<file path="src/rtl/sample_player.sv">
// sample_player: multi-channel sample playback engine.
// Each channel streams signed PCM from one shared synchronous sample ROM at its
// own programmable rate. A round-robin arbiter shares the ROM port, and the
// channel samples are mixed with saturation into one signed 16-bit word.
//
// Ports:
//   clk, reset_n       clock (rising edge) and asynchronous active-low reset
//   pause              freezes playback state, arbiter and audio_out
//   trigger[ch]        rising edge starts/restarts a channel
//   stop[ch]           level stop, beats trigger
//   loop[ch]           loop enable, looked at when a channel runs out of samples
//   start_addr/length  per-channel ROM base and sample count (ADDR_WIDTH each)
//   divider            per-channel period, one sample lasts divider+1 clk
//   rom_addr/rom_data  shared ROM port, data valid one clk after the address
//   playing[ch]        channel is not idle
//   audio_out          registered saturated mix
module sample_player #(
    parameter int CHANNELS   = 2,
    parameter int ADDR_WIDTH = 16,
    parameter int DATA_WIDTH = 8,
    parameter int DIV_WIDTH  = 10
) (
    input  logic                           clk,
    input  logic                           reset_n,
    input  logic                           pause,
    input  logic [CHANNELS-1:0]            trigger,
    input  logic [CHANNELS-1:0]            stop,
    input  logic [CHANNELS-1:0]            loop,
    input  logic [CHANNELS*ADDR_WIDTH-1:0] start_addr,
    input  logic [CHANNELS*ADDR_WIDTH-1:0] length,
    input  logic [CHANNELS*DIV_WIDTH-1:0]  divider,
    output logic [ADDR_WIDTH-1:0]          rom_addr,
    input  logic [DATA_WIDTH-1:0]          rom_data,
    output logic [CHANNELS-1:0]            playing,
    output logic [15:0]                    audio_out
);

    localparam int CH_W  = (CHANNELS > 1) ? $clog2(CHANNELS) : 1;
    localparam int SUM_W = 16 + $clog2(CHANNELS) + 1;
    localparam int SHIFT = 16 - DATA_WIDTH;

    localparam logic [CH_W-1:0]       CH_ONE   = CH_W'(1'b1);
    localparam logic [CH_W-1:0]       CH_LAST  = CH_W'(CHANNELS - 1);
    localparam logic [DIV_WIDTH-1:0]  DIV_ONE  = DIV_WIDTH'(1'b1);
    localparam logic [ADDR_WIDTH-1:0] ADDR_ONE = ADDR_WIDTH'(1'b1);

    typedef enum logic [1:0] {
        ST_IDLE = 2'd0,
        ST_WAIT = 2'd1,
        ST_REQ  = 2'd2,
        ST_READ = 2'd3
    } state_t;

    state_t                state_q  [CHANNELS];
    state_t                state_d  [CHANNELS];
    logic [ADDR_WIDTH-1:0] ptr_q    [CHANNELS];
    logic [ADDR_WIDTH-1:0] ptr_d    [CHANNELS];
    logic [DIV_WIDTH-1:0]  cnt_q    [CHANNELS];
    logic [DIV_WIDTH-1:0]  cnt_d    [CHANNELS];
    logic [DATA_WIDTH-1:0] sample_q [CHANNELS];
    logic [DATA_WIDTH-1:0] sample_d [CHANNELS];
    logic [CHANNELS-1:0]   trig_last_q, trig_last_d;
    logic [CH_W-1:0]       rr_q, rr_d;
    logic [ADDR_WIDTH-1:0] rom_addr_q, rom_addr_d;
    // Two-stage grant tag: stage 1 while the ROM registers the address,
    // stage 2 when rom_data belongs to that grant.
    logic                  tag1_vld_q, tag1_vld_d, tag2_vld_q, tag2_vld_d;
    logic [CH_W-1:0]       tag1_ch_q, tag1_ch_d, tag2_ch_q, tag2_ch_d;
    logic [CHANNELS-1:0]   playing_q, playing_d;
    logic [15:0]           audio_q, audio_d;

    logic [CHANNELS-1:0]   trig_edge_s, req_s, kill_s;
    logic                  gnt_vld_s, lo_vld_s, hi_vld_s;
    logic [CH_W-1:0]       gnt_ch_s, lo_ch_s, hi_ch_s;
    logic [SUM_W-1:0]      sum_s;

    assign trig_edge_s = trigger & ~trig_last_q;

    // Per-channel request and in-flight-fetch kill qualifiers.
    always_comb begin
        req_s  = '0;
        kill_s = '0;
        for (int i = 0; i < CHANNELS; i++) begin
            // A channel being stopped or restarted this cycle must not be granted.
            req_s[i]  = !pause && (state_q[i] == ST_REQ) && !stop[i] && !trig_edge_s[i];
            kill_s[i] = !pause && (stop[i] || trig_edge_s[i]);
        end
    end

    // Round-robin arbiter: lowest requester at/after rr_q, else lowest overall.
    always_comb begin
        lo_vld_s = 1'b0;
        lo_ch_s  = '0;
        hi_vld_s = 1'b0;
        hi_ch_s  = '0;
        for (int i = CHANNELS - 1; i >= 0; i--) begin
            if (req_s[i]) begin
                lo_vld_s = 1'b1;
                lo_ch_s  = CH_W'(i);
            end else begin
                lo_vld_s = lo_vld_s;
            end
            if (req_s[i] && (CH_W'(i) >= rr_q)) begin
                hi_vld_s = 1'b1;
                hi_ch_s  = CH_W'(i);
            end else begin
                hi_vld_s = hi_vld_s;
            end
        end
        gnt_vld_s = lo_vld_s;
        gnt_ch_s  = hi_vld_s ? hi_ch_s : lo_ch_s;
        if (!gnt_vld_s) begin
            rr_d = rr_q;
        end else if (gnt_ch_s == CH_LAST) begin
            rr_d = '0;
        end else begin
            rr_d = gnt_ch_s + CH_ONE;
        end
    end

    // Channel FSMs, rate counters, ROM address and grant tag pipeline.
    always_comb begin
        state_d     = state_q;
        ptr_d       = ptr_q;
        cnt_d       = cnt_q;
        sample_d    = sample_q;
        trig_last_d = trig_last_q;
        rom_addr_d  = rom_addr_q;
        tag1_vld_d  = gnt_vld_s;
        tag1_ch_d   = gnt_ch_s;
        tag2_vld_d  = tag1_vld_q;
        tag2_ch_d   = tag1_ch_q;
        for (int i = 0; i < CHANNELS; i++) begin
            trig_last_d[i] = pause ? trig_last_q[i] : trigger[i];
            // Data already requested for a stopped/restarted channel is dropped.
            if (tag1_vld_q && (tag1_ch_q == CH_W'(i)) && kill_s[i]) begin
                tag2_vld_d = 1'b0;
            end else begin
                tag2_vld_d = tag2_vld_d;
            end
            if (gnt_vld_s && (gnt_ch_s == CH_W'(i))) begin
                rom_addr_d = start_addr[i*ADDR_WIDTH +: ADDR_WIDTH] + ptr_q[i];
            end else begin
                rom_addr_d = rom_addr_d;
            end

            if (!pause && stop[i]) begin
                state_d[i]  = ST_IDLE;
                sample_d[i] = '0;
            end else if (!pause && trig_edge_s[i]) begin
                if ((state_q[i] != ST_IDLE) || (length[i*ADDR_WIDTH +: ADDR_WIDTH] != '0)) begin
                    ptr_d[i]   = '0;
                    cnt_d[i]   = divider[i*DIV_WIDTH +: DIV_WIDTH];
                    state_d[i] = ST_REQ;
                    if (state_q[i] == ST_IDLE) begin
                        sample_d[i] = '0;
                    end else begin
                        sample_d[i] = sample_q[i];
                    end
                end else begin
                    state_d[i] = ST_IDLE;
                end
            end else begin
                if (!pause && (state_q[i] != ST_IDLE)) begin
                    cnt_d[i] = (cnt_q[i] == '0) ? divider[i*DIV_WIDTH +: DIV_WIDTH]
                                                : cnt_q[i] - DIV_ONE;
                end else begin
                    cnt_d[i] = cnt_q[i];
                end
                case (state_q[i])
                    ST_WAIT: begin
                        // Tick = counter at zero; ticks outside WAIT are lost.
                        if (!pause && (cnt_q[i] == '0)) begin
                            if (ptr_q[i] < length[i*ADDR_WIDTH +: ADDR_WIDTH]) begin
                                state_d[i] = ST_REQ;
                            end else if (loop[i]) begin
                                ptr_d[i]   = '0;
                                state_d[i] = ST_REQ;
                            end else begin
                                sample_d[i] = '0;
                                state_d[i]  = ST_IDLE;
                            end
                        end else begin
                            state_d[i] = ST_WAIT;
                        end
                    end
                    ST_REQ: begin
                        if (gnt_vld_s && (gnt_ch_s == CH_W'(i))) begin
                            state_d[i] = ST_READ;
                        end else begin
                            state_d[i] = ST_REQ;
                        end
                    end
                    ST_READ: begin
                        // Capture completes even while paused.
                        if (tag2_vld_q && (tag2_ch_q == CH_W'(i))) begin
                            sample_d[i] = rom_data;
                            ptr_d[i]    = ptr_q[i] + ADDR_ONE;
                            state_d[i]  = ST_WAIT;
                        end else begin
                            state_d[i] = ST_READ;
                        end
                    end
                    default: begin
                        state_d[i] = state_q[i];
                    end
                endcase
            end
            playing_d[i] = (state_d[i] != ST_IDLE);
        end
    end

    // Sign-extend, scale to 16-bit full scale, sum and saturate.
    always_comb begin
        sum_s = '0;
        for (int i = 0; i < CHANNELS; i++) begin
            sum_s = sum_s + ({{(SUM_W-DATA_WIDTH){sample_q[i][DATA_WIDTH-1]}}, sample_q[i]} << SHIFT);
        end
        if (pause) begin
            audio_d = audio_q;
        end else if ((sum_s[SUM_W-1:15] == '0) || (sum_s[SUM_W-1:15] == '1)) begin
            audio_d = sum_s[15:0];
        end else if (sum_s[SUM_W-1]) begin
            audio_d = 16'h8000;
        end else begin
            audio_d = 16'h7FFF;
        end
    end

    // State registers.
    always_ff @(posedge clk or negedge reset_n) begin
        if (!reset_n) begin
            for (int i = 0; i < CHANNELS; i++) begin
                state_q[i]  <= ST_IDLE;
                ptr_q[i]    <= '0;
                cnt_q[i]    <= '0;
                sample_q[i] <= '0;
            end
            trig_last_q <= '0;
            rr_q        <= '0;
            rom_addr_q  <= '0;
            tag1_vld_q  <= 1'b0;
            tag1_ch_q   <= '0;
            tag2_vld_q  <= 1'b0;
            tag2_ch_q   <= '0;
            playing_q   <= '0;
            audio_q     <= '0;
        end else begin
            for (int i = 0; i < CHANNELS; i++) begin
                state_q[i]  <= state_d[i];
                ptr_q[i]    <= ptr_d[i];
                cnt_q[i]    <= cnt_d[i];
                sample_q[i] <= sample_d[i];
            end
            trig_last_q <= trig_last_d;
            rr_q        <= rr_d;
            rom_addr_q  <= rom_addr_d;
            tag1_vld_q  <= tag1_vld_d;
            tag1_ch_q   <= tag1_ch_d;
            tag2_vld_q  <= tag2_vld_d;
            tag2_ch_q   <= tag2_ch_d;
            playing_q   <= playing_d;
            audio_q     <= audio_d;
        end
    end

    assign rom_addr  = rom_addr_q;
    assign playing   = playing_q;
    assign audio_out = audio_q;

endmodule

</file>
<file path="config.mk">
export PLATFORM = sky130hd
export DESIGN_NAME = sample_player
export DESIGN_NICKNAME = d
export VERILOG_FILES = /design/src/rtl/sample_player.sv
export SDC_FILE = /design/constraint.sdc
export NUM_CORES = 1
export LEC_CHECK = 0
export BUFFER_PORTS_ARGS = -buffer_cell sky130_fd_sc_hd__buf_2
export CAP_MARGIN = 40
export CORE_ASPECT_RATIO = 0.5
export CORE_MARGIN = 2
export CORE_UTILIZATION = 50
export CTS_BUF_LIST = sky130_fd_sc_hd__clkbuf_2 sky130_fd_sc_hd__clkbuf_4 sky130_fd_sc_hd__clkbuf_8
export CTS_CLUSTER_DIAMETER = 30
export DETAILED_ROUTE_END_ITERATION = 8
export PLACE_DENSITY = 0.72
export SLEW_MARGIN = 20
export SYNTH_ARGS = -nofsm -noshare
export SYNTH_HDL_FRONTEND = slang
export SYNTH_SLANG_ARGS = --single-unit
</file>
<file path="constraint.sdc">
create_clock -name clk -period 3.4 [get_ports clk]
set_input_delay 1.02 -clock clk [delete_from_list [all_inputs] [get_ports clk]]
set_output_delay 1.02 -clock clk [all_outputs]
set_load 0.05 [all_outputs]
</file>
==> flow_metrics.tcl, run 1 <==
set metrics [dict create \
    crit_path_max_incr_delay_ps 400 \
    vias_per_cell 5.84 \
    gp_routability_congestion 0.929 \
    r2r_slack_ps 630 \
    synthArstFlopShare_pct 100 \
    setup_viol 0 \
    grt_max_degree 45 \
    fp.dieW_um 185 \
    critical_path.top_delay_family "compound AO/OA/AOI/OAI gates" \
    first_iter_violations 581 \
    dp.cells 1329 \
    layout_common_cells "133 x buf_2, 106 x dfrtp_1, 95 x nand2_1, 86 x a21oi_1, 80 x nor2_1" \
    tightest_slew_ps 839 \
    gr-usage-all-layers_pct 25.6 \
    path_clk_slew_ps 100 \
    num_vias 7852 \
    post_cts_buffers 0 \
    cts_tree "yes" \
    ios 135 \
    wirelength_mm 21.8 \
    wl_per_cell_um 16.3 \
    final.setup.tns_ps 0 \
    grt_overflow 0 \
    cts_sinks 106 \
    layout_commonest_cell "buf_2" \
    root_buffer "clkbuf_8" \
    power_density_nw_per_um2 456 \
    synth-seq-area-share_pct 32.3 \
    drv_cap 0 \
    slew_violations 0 \
    path_cells "buf_2, ha_1, inv_1, fa_1, nand2b_1, a21oi_1, o41a_1, a311o_1, o21ai_1, mux2i_1, a211oi_1" \
    syn_area_um2 8220 \
    period_share_pct 84.7 \
    final_area_um2 9360 \
    diodes 0 \
    outcome "completed" \
    ctsHoldBuffers 0 \
    ant_nets 0 \
    post-route-min-period_ps 2880 \
    worstPathRequired_ps 3630 \
    max_slew_margin_pct 43.9 \
    grt_pass1_vias 7205 \
    port_buffers 134 \
    post_dp_cell_area_um2 9160 \
    cts_buffers 9 \
    n_fill_cell 1538 \
    synth_ff_type "dfrtp_1" \
    timing.critical_path.from_type "input pin" \
    h-tree-depth 3 \
    syn_area_per_cell_um2 8.29 \
    p_leak_nw 4.50 \
    synth_edf_count 0 \
    cp.arrival_ps 3110 \
    crit_slowest_cell "a311o_1" \
    endpoint_kind "flop" \
    drc 0 \
    fin_worst_skew_ps 13.5 \
    synth_cells 992 \
    antenna_found_initial 0 \
    drive_gt1_share_pct 17.7 \
    hold_viol_final 0 \
    p_total_mw 4.27 \
    post_cts_resized 0 \
    post-route-util_pct 57.7 \
    ys_warn_count 0 \
    fin_ws_ps 520 \
    critPathMaxFanout 4 \
    syn-num-nets 1169 \
    ctsLongestPathBuffers 2 \
    dr.pass1.iters 5 \
    clk_latency_ps 390 \
    ys_seq_elements 106 \
    min_path_type "reg -> reg" \
    hpwl_mm 16.9 \
    peakVddDrop_uv 325 \
    nNetsFinal 1290 \
    crit_buf_inv 2 \
    fmax_ghz 0.347 \
    die-area_um2 17500 \
    core.rowCount 33 \
    whs_ps 421 \
    area_growth_pct 13.9 \
    pre_cts_slack_ps 137 \
    grt_pass1_wl_mm 35.8 \
    die_y_um 94.7 \
    fin_cells 1344 \
    initial_utilization_pct 50.7 \
    rsz0062_at_grt "false" \
    synth.distinct_cells 76 \
    path_class "in -> reg" \
    core_um2 16200 \
]
[worst paths after layout]
check,from,end,cells after the start
min reg2reg,tag1_ch_q,tag2_ch_q,0
max in group asynchronous,reset_n,cnt_q[10],2
min,tag1_ch_q,tag2_ch_q,0
max,start_addr[16],rom_addr[14],11
max reg2reg,sample_q[1],audio_out[11],12
min in group asynchronous,reset_n,ptr_q[12],1
[power breakdown]
part           total, mW  switching (mW)  internal [mW]
logic               1.68            1.09          0.589
registers           1.76           0.242           1.51
clock network      0.826           0.465          0.361
[state kept, by name, indices dropped and copies added, names as in the netlist]
register,cells
rr_q,1
tag2_vld_q,1
trig_last_q,2
ptr_q,32
sample_q,16
rom_addr,16
tag2_ch_q,1
cnt_q,20
audio_out,9
state_q,4
tag1_ch_q,1
tag1_vld_q,1
playing,2
[Yosys cell counts (23+ instances only)]
library cell,instances,area (um2)
a21oi_1,86,430
a31oi_1,23,144
clkbuf_1,35,131
dfrtp_1,106,2650
ha_1,73,913
inv_1,63,236
nand2_1,95,357
nand3_1,30,150
nor2_1,80,300
nor3_1,23,115
o21ai_0,36,180
o21ai_1,42,210
[cell type report]
class | instances | area [um2] | area share [%]
Clock buffer | 10 | 138 | 1.47
Clock inverter | 5 | 60.1 | 0.642
Inverter | 66 | 248 | 2.65
Multi-Input combinational cell | 773 | 5110 | 54.6
Sequential cell | 106 | 2650 | 28.3
Tap cell | 227 | 284 | 3.03
Timing Repair Buffer | 157 | 871 | 9.30
[cells by family after synthesis]
family	synth area share [%]
AOI/OAI and AO/OA	25.8
xor gates and xnor gates	2.56
adders and majority gates	11.8
buffers and inverters	5.71
DFF	32.3
muxes	1.51
and+or+nand+nor	20.3
[routing by layer]
layer  GRT usage (%)  share of wire (%)
met3            3.93                5.2
met5               0                  0
met2            40.2                 44
met4            8.73                2.5
met1            36.1                 48
Note: power is estimated with default switching activity, not from simulation.
==> inputs of run 2 (changes only) <==
--- a/config.mk
+++ b/config.mk
@@ -13,7 +13,7 @@
 export CTS_BUF_LIST = sky130_fd_sc_hd__clkbuf_2 sky130_fd_sc_hd__clkbuf_4 sky130_fd_sc_hd__clkbuf_8
 export CTS_CLUSTER_DIAMETER = 30
 export DETAILED_ROUTE_END_ITERATION = 8
-export PLACE_DENSITY = 0.72
+export PLACE_DENSITY = 0.75
 export SLEW_MARGIN = 20
 export SYNTH_ARGS = -nofsm -noshare
 export SYNTH_HDL_FRONTEND = slang
==> constraint.sdc (replaced) <==
create_clock -name clk -period 2.3 [get_ports clk]
set_input_delay 0.69 -clock clk [delete_from_list [all_inputs] [get_ports clk]]
set_output_delay 0.69 -clock clk [all_outputs]
set_load 0.05 [all_outputs]
==> flow_metrics.tcl, run 2 (same netlist as run 1, synthesis figures left out) <==
set metrics [dict create \
    outcome "finished with violations" \
    violations "setup timing" \
    crit_start "sample_q[0]" \
    grt_max_degree 35 \
    post_dp_cell_area_um2 10600 \
    first_iter_violations 681 \
    critPathMaxFanout 7 \
    cts_buffers 9 \
    num_vias 8675 \
    path_class "reg -> reg" \
    min_path_type "in -> async" \
    path_clk_slew_ps 120 \
    drv_cap 0 \
    cts_sinks 106 \
    critical_path.most_common_cell "o21ai_2" \
    hpwl_mm 19.2 \
    wl_per_cell_um 16.7 \
    ctsLongestPathBuffers 2 \
    ant_nets 0 \
    path_cells "ha_2, inv_2, fa_2, nor2b_2, o21ai_2, a21boi_2, o21ai_2, a21oi_2, ha_4, a211oi_4, buf_6, a31oi_1, o21ai_1" \
    path_depth 13 \
    period_share_pct 105 \
    gp_routability_congestion 0.946 \
    layout_common_cells "170 x buf_4, 133 x buf_2, 96 x dfrtp_1, 95 x nand2_1, 80 x nor2_1" \
    fin_worst_skew_ps 14.4 \
    nNetsFinal 1453 \
    endpoint "audio_out[14]" \
    fin_cells 1509 \
    critical_path.top_delay_family "compound AO/OA/AOI/OAI gates" \
    p_leak_nw 5.39 \
    hold_viol_final 0 \
    worstPathRequired_ps 2620 \
    grt.met2_usage_pct 49.6 \
    grt_pass1_vias 8460 \
    r2r_slack_ps -120 \
    power_density_nw_per_um2 596 \
    largest_reg_flops 32 \
    die-area_um2 17500 \
    vias_per_cell 5.75 \
    gr-usage-all-layers_pct 28.5 \
    drive_gt1_share_pct 35.6 \
    layout_commonest_cell "buf_4" \
    die_y_um 94.7 \
    ctsHoldBuffers 0 \
    busiest_layer "met2" \
    core_um2 16200 \
    final_area_um2 11300 \
    fp.dieW_um 185 \
    wirelength_mm 25.1 \
    h-tree-depth 3 \
    area_growth_pct 37.8 \
    crit_buf_inv 2 \
    r2r_cells 13 \
    largest-register "ptr_q" \
    cts_tree "yes" \
    ios 135 \
    grt_overflow 0 \
    antenna_found_initial 0 \
    port_buffers 134 \
    endpoint_kind "flop" \
    tightest_slew_ps 592 \
    clk_latency_ps 390 \
    core.rowCount 33 \
    fin_ws_ps -123 \
    drc 0 \
    rsz0062_at_grt "true" \
    cp.arrival_ps 2750 \
    largestRegisters "ptr_q (32), cnt_q (20)" \
    slew_violations 0 \
    crit_slowest_cell "dfrtp_1" \
    grt_pass1_wl_mm 40.1 \
    crit_path_max_incr_delay_ps 390 \
    initial_utilization_pct 50.7 \
    setup_viol 22 \
    fmax_ghz 0.413 \
    use_met3_pct 4.28 \
    dr.pass1.iters 8 \
    worstReg2RegEnd "audio_out[14]" \
    root_buffer "clkbuf_8" \
    p_total_mw 6.75 \
    timing.critical_path.from_type "flop" \
    dp.cells 1473 \
    post-route-min-period_ps 2420 \
    peakVddDrop_uv 519 \
    r2r_start "sample_q[0]" \
    final.setup.tns_ps -944 \
    met1_usage_pct 37.3 \
    max_slew_margin_pct 60.4 \
]
-- run 2: cell types whose count changed in the layout (fill, tap and decap cells not counted), sizes merged --
cell    delta
diode      +1
buf      +162
bufinv     -1
clkinv     +3
-- run 2: cell type report --
class	count	area, um2
inverters	66	265
clock buffers	9	124
diodes	1	2.50
well taps	227	284
multi-input cells	773	5710
flip-flops and latches	106	2670
clock inverters	7	63.8
repair buffers	320	2220
fillers	1244	4900
-- run 2: what timing repair did --
action                                  CTS  global route
buffers inserted                          8             9
resized for setup                        24            52
pin swaps                                16            35
hold endpoints to repair                  0             0
gates cloned                              1             1
endpoints found under the setup margin   33            64
-- run 2: metrics by stage --
step,setup slack [ps],hold slack (ps),util [%]
CTS,-151,228,67.7
global route,-309,235,69.8
floorplan,-191,369,-
finish,-123,228,69.8
detailed placement,-410,390,65.3
global placement,-371,379,65.3
-- run 2: metal layers --
metal / up-vias / share of wire [%] / routed length (um)
met4: 0 / 2.3 / 576
met1: 4173 / 45 / 11300
li1: 4177 / - / -
met5: - / 0 / 0
met3: 46 / 5.0 / 1250
met2: 279 / 48 / 12000
-- run 2: worst min-delay path by stage --
| stage | startpoint | endpoint | cells past startpoint |
|---|---|---|---|
| after CTS | reset_n | ptr_q[12] | 1 |
| after floorplan | tag1_ch_q | tag2_ch_q | 0 |
| after global placement | tag1_ch_q | tag2_ch_q | 0 |
| after detailed placement | tag1_ch_q | tag2_ch_q | 0 |
| final | reset_n | ptr_q[12] | 1 |
| after global routing | reset_n | ptr_q[12] | 1 |
-- run 2: where the power goes --
part | leakage (nW) | internal (mW) | switching, mW | total, mW
registers | 1.37 | 2.24 | 0.324 | 2.56
clock network | 0.0930 | 0.413 | 0.731 | 1.14
logic | 3.93 | 1.19 | 1.85 | 3.04
